[src/rtl/vga_pkg.sv]
// Shared VGA types: RGB565 pixel and the pixel FIFO storage entry.
package vga_pkg;

  localparam int unsigned PixelFifoDepthDefault = 16;

  typedef struct packed {
    logic [4:0] r;
    logic [5:0] g;
    logic [4:0] b;
  } rgb565_t;

  typedef struct packed {
    logic    sof;
    rgb565_t pix;
  } pixel_fifo_entry_t;

endpackage

[src/rtl/vga_pixel_fifo_if.sv]
// Producer/consumer bundle of the pixel FIFO; signal directions are named
// from the FIFO's point of view. Stats outputs exist only with
// VGA_PIXEL_FIFO_STATS_EN.
interface vga_pixel_fifo_if #(
  parameter int unsigned DEPTH = vga_pkg::PixelFifoDepthDefault
);
  import vga_pkg::*;

  localparam int unsigned LvlW = $clog2(DEPTH) + 1;

  logic            flush_i;
  logic            wr_valid_i;
  logic            wr_ready_o;
  rgb565_t         wr_data_i;
  logic            wr_sof_i;
  logic            rd_i;
  rgb565_t         data_o;
  logic            sof_o;
  logic            empty_o;
  logic [LvlW-1:0] level_o;
  logic            almost_full_o;
  logic            underflow_o;
`ifdef VGA_PIXEL_FIFO_STATS_EN
  logic [15:0]     underflow_cnt_o;
  logic [LvlW-1:0] max_level_o;
`endif

  modport slave (
    input  flush_i, wr_valid_i, wr_data_i, wr_sof_i, rd_i,
    output wr_ready_o, data_o, sof_o, empty_o, level_o, almost_full_o,
`ifdef VGA_PIXEL_FIFO_STATS_EN
    output underflow_cnt_o, max_level_o,
`endif
    output underflow_o
  );

  modport master (
    output flush_i, wr_valid_i, wr_data_i, wr_sof_i, rd_i,
    input  wr_ready_o, data_o, sof_o, empty_o, level_o, almost_full_o,
`ifdef VGA_PIXEL_FIFO_STATS_EN
    input  underflow_cnt_o, max_level_o,
`endif
    input  underflow_o
  );

endinterface

[src/rtl/sat_counter.sv]
// Saturating up-counter with synchronous clear; holds at all-ones.
module sat_counter #(
  parameter int unsigned WIDTH = 16
) (
  input  logic             clk_i,
  input  logic             rst_i,
  input  logic             inc_i,
  input  logic             clr_i,
  output logic [WIDTH-1:0] cnt_o
);

  logic [WIDTH-1:0] cnt_q, cnt_d;

  // Next count: clear wins, increment stops at the maximum value.
  always_comb begin
    cnt_d = cnt_q;
    if (clr_i) begin
      cnt_d = '0;
    end else if (inc_i && (cnt_q != '1)) begin
      cnt_d = cnt_q + WIDTH'(1);
    end
  end

  // Count register.
  always_ff @(posedge clk_i or posedge rst_i) begin
    if (rst_i) cnt_q <= '0;
    else       cnt_q <= cnt_d;
  end

  assign cnt_o = cnt_q;

endmodule

[src/rtl/vga_pixel_fifo.sv]
// First-word-fall-through pixel FIFO feeding vga_ctrl (pixel_clk domain).
// Optional statistics (underflow count, high-water mark) under the
// VGA_PIXEL_FIFO_STATS_EN macro.
module vga_pixel_fifo
  import vga_pkg::*;
#(
  parameter int unsigned DEPTH          = PixelFifoDepthDefault,
  parameter int unsigned ALMOST_FULL_TH = 12
) (
  input  logic            clk_i,
  input  logic            rst_i,
  vga_pixel_fifo_if.slave bus
);

  localparam int unsigned PtrW = $clog2(DEPTH);
  localparam int unsigned CntW = PtrW + 1;

  pixel_fifo_entry_t mem_q [DEPTH];
  logic [PtrW-1:0]   wr_ptr_q, wr_ptr_d, rd_ptr_q, rd_ptr_d;
  logic [CntW-1:0]   count_q, count_d;
  logic              empty_q, empty_d;
  logic              almost_full_q, almost_full_d;
  logic              underflow_q, underflow_d;
  logic              wr_ready, wr_en, rd_en;

  // Handshake qualifiers; ready depends only on the stored count.
  assign wr_ready = (count_q != CntW'(DEPTH));
  assign wr_en    = bus.wr_valid_i && wr_ready && !bus.flush_i;
  assign rd_en    = bus.rd_i && !empty_q && !bus.flush_i;

  // Pointer/count next state; flush overrides any write or read.
  always_comb begin
    wr_ptr_d    = wr_ptr_q;
    rd_ptr_d    = rd_ptr_q;
    count_d     = count_q;
    underflow_d = 1'b0;
    if (bus.flush_i) begin
      wr_ptr_d = '0;
      rd_ptr_d = '0;
      count_d  = '0;
    end else begin
      underflow_d = bus.rd_i && empty_q;
      if (wr_en) wr_ptr_d = wr_ptr_q + PtrW'(1);
      if (rd_en) rd_ptr_d = rd_ptr_q + PtrW'(1);
      case ({wr_en, rd_en})
        2'b10:   count_d = count_q + CntW'(1);
        2'b01:   count_d = count_q - CntW'(1);
        default: count_d = count_q;
      endcase
    end
    empty_d       = (count_d == '0);
    almost_full_d = (count_d >= CntW'(ALMOST_FULL_TH));
  end

  // Control registers.
  always_ff @(posedge clk_i or posedge rst_i) begin
    if (rst_i) begin
      wr_ptr_q      <= '0;
      rd_ptr_q      <= '0;
      count_q       <= '0;
      empty_q       <= 1'b1;
      almost_full_q <= 1'b0;
      underflow_q   <= 1'b0;
    end else begin
      wr_ptr_q      <= wr_ptr_d;
      rd_ptr_q      <= rd_ptr_d;
      count_q       <= count_d;
      empty_q       <= empty_d;
      almost_full_q <= almost_full_d;
      underflow_q   <= underflow_d;
    end
  end

  // Storage array; cleared by reset only, never by flush.
  always_ff @(posedge clk_i or posedge rst_i) begin
    if (rst_i) begin
      for (int i = 0; i < int'(DEPTH); i++) mem_q[i] <= '0;
    end else if (wr_en) begin
      mem_q[wr_ptr_q] <= '{sof: bus.wr_sof_i, pix: bus.wr_data_i};
    end
  end

  assign bus.wr_ready_o    = wr_ready;
  assign bus.data_o        = mem_q[rd_ptr_q].pix;
  assign bus.sof_o         = mem_q[rd_ptr_q].sof;
  assign bus.empty_o       = empty_q;
  assign bus.level_o       = count_q;
  assign bus.almost_full_o = almost_full_q;
  assign bus.underflow_o   = underflow_q;

`ifdef VGA_PIXEL_FIFO_STATS_EN
  logic [CntW-1:0] max_level_q, max_level_d;

  // High-water mark of the stored count, cleared by flush.
  always_comb begin
    max_level_d = max_level_q;
    if (bus.flush_i)                max_level_d = '0;
    else if (count_q > max_level_q) max_level_d = count_q;
  end

  // High-water mark register.
  always_ff @(posedge clk_i or posedge rst_i) begin
    if (rst_i) max_level_q <= '0;
    else       max_level_q <= max_level_d;
  end

  sat_counter #(
    .WIDTH (16)
  ) u_underflow_cnt (
    .clk_i (clk_i),
    .rst_i (rst_i),
    .inc_i (underflow_d),
    .clr_i (bus.flush_i),
    .cnt_o (bus.underflow_cnt_o)
  );

  assign bus.max_level_o = max_level_q;
`endif

endmodule

[src/flat_wrapper.sv]
// flat-port wrapper written by rule: the top's interface ports become plain ports
module vga_pixel_fifo_flat import vga_pkg::*;
#(
  parameter int unsigned DEPTH          = PixelFifoDepthDefault,
  parameter int unsigned ALMOST_FULL_TH = 12
)
  (clk_i, rst_i, bus_flush_i, bus_wr_valid_i, bus_wr_data_i, bus_wr_sof_i, bus_rd_i, bus_wr_ready_o, bus_data_o, bus_sof_o, bus_empty_o, bus_level_o, bus_almost_full_o, bus_underflow_o);
  vga_pixel_fifo_if #(.DEPTH(DEPTH)) bus_i ();
  input  logic clk_i;
  input  logic rst_i;
  input wire logic [$bits(bus_i.flush_i)-1:0] bus_flush_i;
  input wire logic [$bits(bus_i.wr_valid_i)-1:0] bus_wr_valid_i;
  input wire logic [$bits(bus_i.wr_data_i)-1:0] bus_wr_data_i;
  input wire logic [$bits(bus_i.wr_sof_i)-1:0] bus_wr_sof_i;
  input wire logic [$bits(bus_i.rd_i)-1:0] bus_rd_i;
  output wire logic [$bits(bus_i.wr_ready_o)-1:0] bus_wr_ready_o;
  output wire logic [$bits(bus_i.data_o)-1:0] bus_data_o;
  output wire logic [$bits(bus_i.sof_o)-1:0] bus_sof_o;
  output wire logic [$bits(bus_i.empty_o)-1:0] bus_empty_o;
  output wire logic [$bits(bus_i.level_o)-1:0] bus_level_o;
  output wire logic [$bits(bus_i.almost_full_o)-1:0] bus_almost_full_o;
  output wire logic [$bits(bus_i.underflow_o)-1:0] bus_underflow_o;
  assign bus_i.flush_i = bus_flush_i;
  assign bus_i.wr_valid_i = bus_wr_valid_i;
  assign bus_i.wr_data_i = bus_wr_data_i;
  assign bus_i.wr_sof_i = bus_wr_sof_i;
  assign bus_i.rd_i = bus_rd_i;
  assign bus_wr_ready_o = bus_i.wr_ready_o;
  assign bus_data_o = bus_i.data_o;
  assign bus_sof_o = bus_i.sof_o;
  assign bus_empty_o = bus_i.empty_o;
  assign bus_level_o = bus_i.level_o;
  assign bus_almost_full_o = bus_i.almost_full_o;
  assign bus_underflow_o = bus_i.underflow_o;
  vga_pixel_fifo #(.DEPTH(DEPTH), .ALMOST_FULL_TH(ALMOST_FULL_TH)) u_core (.clk_i(clk_i), .rst_i(rst_i), .bus(bus_i));
endmodule
[config.mk]
export PLATFORM = sky130hd
export DESIGN_NAME = vga_pixel_fifo_flat
export DESIGN_NICKNAME = d
export VERILOG_FILES = /design/src/rtl/vga_pkg.sv /design/src/rtl/vga_pixel_fifo_if.sv /design/src/rtl/sat_counter.sv /design/src/rtl/vga_pixel_fifo.sv /design/src/flat_wrapper.sv
export SDC_FILE = /design/constraint.sdc
export NUM_CORES = 1
export LEC_CHECK = 0
export CAP_MARGIN = 20
export CORE_UTILIZATION = 41
export DETAILED_ROUTE_END_ITERATION = 6
export HOLD_SLACK_MARGIN = 0.12
export SYNTH_ARGS = -nofsm -noshare
export SYNTH_HDL_FRONTEND = slang
export SYNTH_SLANG_ARGS = --single-unit
export TNS_END_PERCENT = 20
[constraint.sdc]
create_clock -name clk_i -period 22.9 [get_ports clk_i]
set_input_delay 3.435 -clock clk_i [delete_from_list [all_inputs] [get_ports clk_i]]
set_output_delay 3.435 -clock clk_i [all_outputs]
set_load 0.005 [all_outputs]
==> impl_metrics.xml <==
<?xml version="1.0" encoding="UTF-8"?>
<metrics>
  <group name="synth">
    <metric name="postSynth.asyncResetShare" unit="%">100</metric>
    <metric name="synth-edff-count" unit="">0</metric>
    <metric name="post_synth_mux_area_share" unit="%">38.0</metric>
    <metric name="synthCells" unit="">804</metric>
    <metric name="synth_nets" unit="">834</metric>
    <metric name="synth_compound_area_share" unit="%">0.909</metric>
    <metric name="ys_seq_area_share" unit="%">54.6</metric>
    <metric name="yosysWarnings" unit="">0</metric>
    <metric name="postSynthAreaPerCell" unit="µm²">16.4</metric>
    <metric name="ys_ff_latch" unit="">288</metric>
    <metric name="synth_cell_type_count" unit="">42</metric>
    <metric name="synth_fa_ha_area_share" unit="%">0.758</metric>
    <metric name="synth_simple_gate_area_share" unit="%">2.64</metric>
    <metric name="post_synth_xor_area_fraction" unit="%">0.597</metric>
    <metric name="netlist_area" unit="mm²">0.0132</metric>
    <metric name="main_combinational_cell_family_by_area_after_synthesis" unit="">multiplexers</metric>
    <metric name="synthFlopType" unit="">dfrtp_1</metric>
  </group>
  <group name="global_route">
    <metric name="antenna_violations_before_repair" unit="">5</metric>
    <metric name="grt_first_pass_wirelength" unit="mm">49.0</metric>
    <metric name="vias_in_the_first_global_route" unit="">7997</metric>
    <metric name="grt-ovfl-total" unit="">0</metric>
    <metric name="globalRouteTotalUtil" unit="%">19.7</metric>
    <metric name="grt_start_max_net_pins" unit="">193</metric>
  </group>
  <group name="cts">
    <metric name="clock-root-buffer" unit="">clkbuf_16</metric>
    <metric name="buffer_count_from_post_cts_setup_fixing" unit="">0</metric>
    <metric name="ctsLongestPathBuffers" unit="">3</metric>
    <metric name="cts_hold_repair.buffers" unit="">0</metric>
    <metric name="tritoncts" unit="">built</metric>
    <metric name="number_of_levels_in_the_clock_h_tree" unit="">1</metric>
    <metric name="numCtsBuffers" unit="">31</metric>
    <metric name="worstSkewPairLatency" unit="ps">560</metric>
    <metric name="cts_resized" unit="">0</metric>
    <metric name="worst_setup_hold_path_clk_slew" unit="ps">60</metric>
    <metric name="tritoncts_num_sinks" unit="">288</metric>
  </group>
  <group name="detailed_routing">
    <metric name="detailroute.via_count" unit="">7154</metric>
    <metric name="vias_per_cell" unit="">5.70</metric>
    <metric name="drtPass1Iterations" unit="">4</metric>
    <metric name="drt_wl_total" unit="mm">31.1</metric>
    <metric name="drc_violation_count_after_routing" unit="">0</metric>
    <metric name="detail-route-antenna-nets" unit="">0</metric>
    <metric name="wl_per_cell" unit="µm">24.8</metric>
    <metric name="first_iter_violations" unit="">492</metric>
  </group>
  <group name="setup_path">
    <metric name="cp-start-kind" unit="">register</metric>
    <metric name="critical_path_required" unit="ps">19470</metric>
    <metric name="setup.worst_path.end" unit="">bus_data_o[11]</metric>
    <metric name="reg2reg_to" unit="">u_core.bus.empty_o</metric>
    <metric name="cp_capture_type" unit="">primary output</metric>
    <metric name="rr_startpoint" unit="">u_core.bus.level_o[1]</metric>
    <metric name="cp_buf_inv_count" unit="">2</metric>
    <metric name="timing_worst_setup_path_type" unit="">register to primary output</metric>
    <metric name="worst_path_most_repeated_cell" unit="">mux4_2</metric>
    <metric name="critPathMaxStageDelay" unit="ps">810</metric>
    <metric name="worst-r2r-setup-slack" unit="ps">19620</metric>
    <metric name="critPathTopFamily" unit="">buffers and inverters</metric>
    <metric name="path_depth" unit="">4</metric>
    <metric name="reg2regPathDepth" unit="">11</metric>
    <metric name="cp_max_fo" unit="">47</metric>
    <metric name="crit_slowest_cell" unit="">dfrtp_2</metric>
    <metric name="crit_arrival" unit="ps">3700</metric>
    <metric name="cells_along_the_critical_path" unit="">buf_4 &gt; mux4_2 &gt; mux4_2 &gt; clkdlybuf4s50_1</metric>
    <metric name="crit_path_start" unit="">u_core.rd_ptr_q[1]</metric>
  </group>
  <group name="floorplan">
    <metric name="design.die.area" unit="mm²">0.0329</metric>
    <metric name="die_h" unit="µm">181</metric>
    <metric name="design.portCount" unit="">48</metric>
    <metric name="floorplan.core_area" unit="mm²">0.0316</metric>
    <metric name="die_width" unit="µm">181</metric>
    <metric name="floorplan.initialDensity" unit="%">41.8</metric>
    <metric name="num_rows" unit="">65</metric>
  </group>
  <group name="timing">
    <metric name="clock_period_minus_final_worst_setup_slack" unit="ps">7140</metric>
    <metric name="max_freq" unit="MHz">140</metric>
    <metric name="final.period_utilization" unit="%">31.2</metric>
    <metric name="setup_failing_eps_final" unit="">0</metric>
    <metric name="relSlewSlack" unit="%">30.3</metric>
    <metric name="post_route_skew" unit="ps">23.4</metric>
    <metric name="timing.setup.tns" unit="ps">0</metric>
    <metric name="report.final.slew_viol_count" unit="">0</metric>
    <metric name="timing_worst_slew_pin_value" unit="ps">1050</metric>
    <metric name="rsz0062_at_grt" unit="">no</metric>
    <metric name="fin_worst_hold_slack" unit="ps">490</metric>
    <metric name="timing_hold_violations_final" unit="">0</metric>
  </group>
  <group name="power">
    <metric name="vdd_ir_drop_max" unit="V">0.0000643</metric>
    <metric name="total_power" unit="mW">1.36</metric>
    <metric name="p_per_area" unit="mW/mm²">91.0</metric>
    <metric name="static-leakage-power" unit="nW">6.95</metric>
  </group>
  <group name="flow_run">
    <metric name="drv_cap" unit="">0</metric>
  </group>
  <group name="placed_design">
    <metric name="hpwlAfterDp" unit="mm">17.3</metric>
    <metric name="buffer_ports.inserted" unit="">47</metric>
    <metric name="last_weighted_congestion_value_of_the_routability_driven_placer" unit="">0.795</metric>
  </group>
  <group name="min_path">
    <metric name="hold_path_class" unit="">register to register</metric>
  </group>
  <group name="final_layout">
    <metric name="drive_above_1_share" unit="%">47.1</metric>
    <metric name="area.growth.synth_to_final" unit="%">13.4</metric>
    <metric name="utilization" unit="%">47.3</metric>
    <metric name="layout_common_cells" unit="">dfrtp_1 (285), mux2_2 (236), mux4_2 (85)</metric>
    <metric name="final_common_cell" unit="">dfrtp_1</metric>
    <metric name="layout.nets" unit="">858</metric>
  </group>
  <group name="status">
    <metric name="status" unit="">finished, final reports clean</metric>
  </group>
</metrics>
-- flip-flops by register name, summed over array words and instances (netlist names) --
| name | cells |
|---|---|
| u_core.bus.empty_o | 1 |
| u_core.bus.underflow_o | 1 |
| u_core.wr_ptr_q | 4 |
| u_core.bus.level_o | 5 |
| u_core.mem_q | 272 |
| u_core.rd_ptr_q | 4 |
| u_core.bus.almost_full_o | 1 |
-- logic make-up (layout without fill, tap and decap cells) --
kind of cell,after synthesis,count (layout)
AND/OR/NAND/NOR,58,58
AO/OA/AOI/OAI,14,14
XOR/XNOR,9,9
adder cells (fa/ha/maj),8,8
buffers and inverters,66,113
other,0,3
flip-flops,288,288
multiplexers,361,361
-- synthesized netlist by cell type (2+ instances only) --
cell type / instances / area share (%)
a21oi_1: 5 / 0.19
buf_1: 9 / 0.26
buf_2: 6 / 0.23
buf_4: 17 / 0.97
buf_6: 2 / 0.17
clkbuf_1: 28 / 0.80
dfrtp_1: 287 / 54
ha_1: 8 / 0.76
inv_1: 4 / 0.11
mux2_1: 37 / 3.2
mux2_2: 236 / 20
mux2i_1: 3 / 0.23
mux4_2: 85 / 14
nand2_1: 4 / 0.11
nand2_2: 16 / 0.76
nand3_1: 2 / 0.076
nand4_1: 2 / 0.095
nor2_1: 15 / 0.43
nor2b_1: 5 / 0.24
nor4_2: 2 / 0.19
o21ai_0: 2 / 0.076
or3_1: 2 / 0.095
xnor2_1: 3 / 0.20
xor2_1: 6 / 0.40
-- area by class of cell --
cell class / instances / area, µm²
tap: 402 / 503
multi-input combinational: 450 / 5670
antenna: 3 / 7.51
clock inverter: 7 / 91.3
clock buffer: 49 / 923
sequential: 288 / 7210
fill: 2637 / 16700
inverter: 4 / 22.5
timing repair buffer: 53 / 548
-- worst min-delay path by stage --
stage                           start           endpoint  cells after the start
finish              u_core.mem_q[142]  u_core.mem_q[142]                      1
global route        u_core.mem_q[156]  u_core.mem_q[156]                      1
CTS                  u_core.mem_q[44]   u_core.mem_q[44]                      1
detailed placement   u_core.mem_q[44]   u_core.mem_q[44]                      1
global placement     u_core.mem_q[56]   u_core.mem_q[56]                      1
floorplan            u_core.mem_q[21]   u_core.mem_q[21]                      1
-- where the power goes --
part	leakage [nW]	total (mW)	internal, mW	switching (mW)
Combinational	2.55	0.257	0.159	0.0980
Sequential	3.91	0.613	0.572	0.0406
Clock	0.496	0.493	0.297	0.197
Total	6.95	1.36	1.03	0.335
-- layer usage --
metal | global-route usage (%) | wire (µm)
met2 | 34.2 | 15800
met4 | 4.51 | 576
met3 | 3.55 | 1280
met1 | 25.6 | 13500
met5 | 0 | 27
-- through the flow --
stage	worst slack, ps	cells	cell area (µm²)
after detailed placement	16130	1196	13900
after floorplan	11520	804	13200
final	15760	1256	15000
after global routing	15650	1253	15000
after global placement	16190	1196	13900
after CTS	15540	1252	14900
No activity file was read; power rests on OpenSTA's default activity.
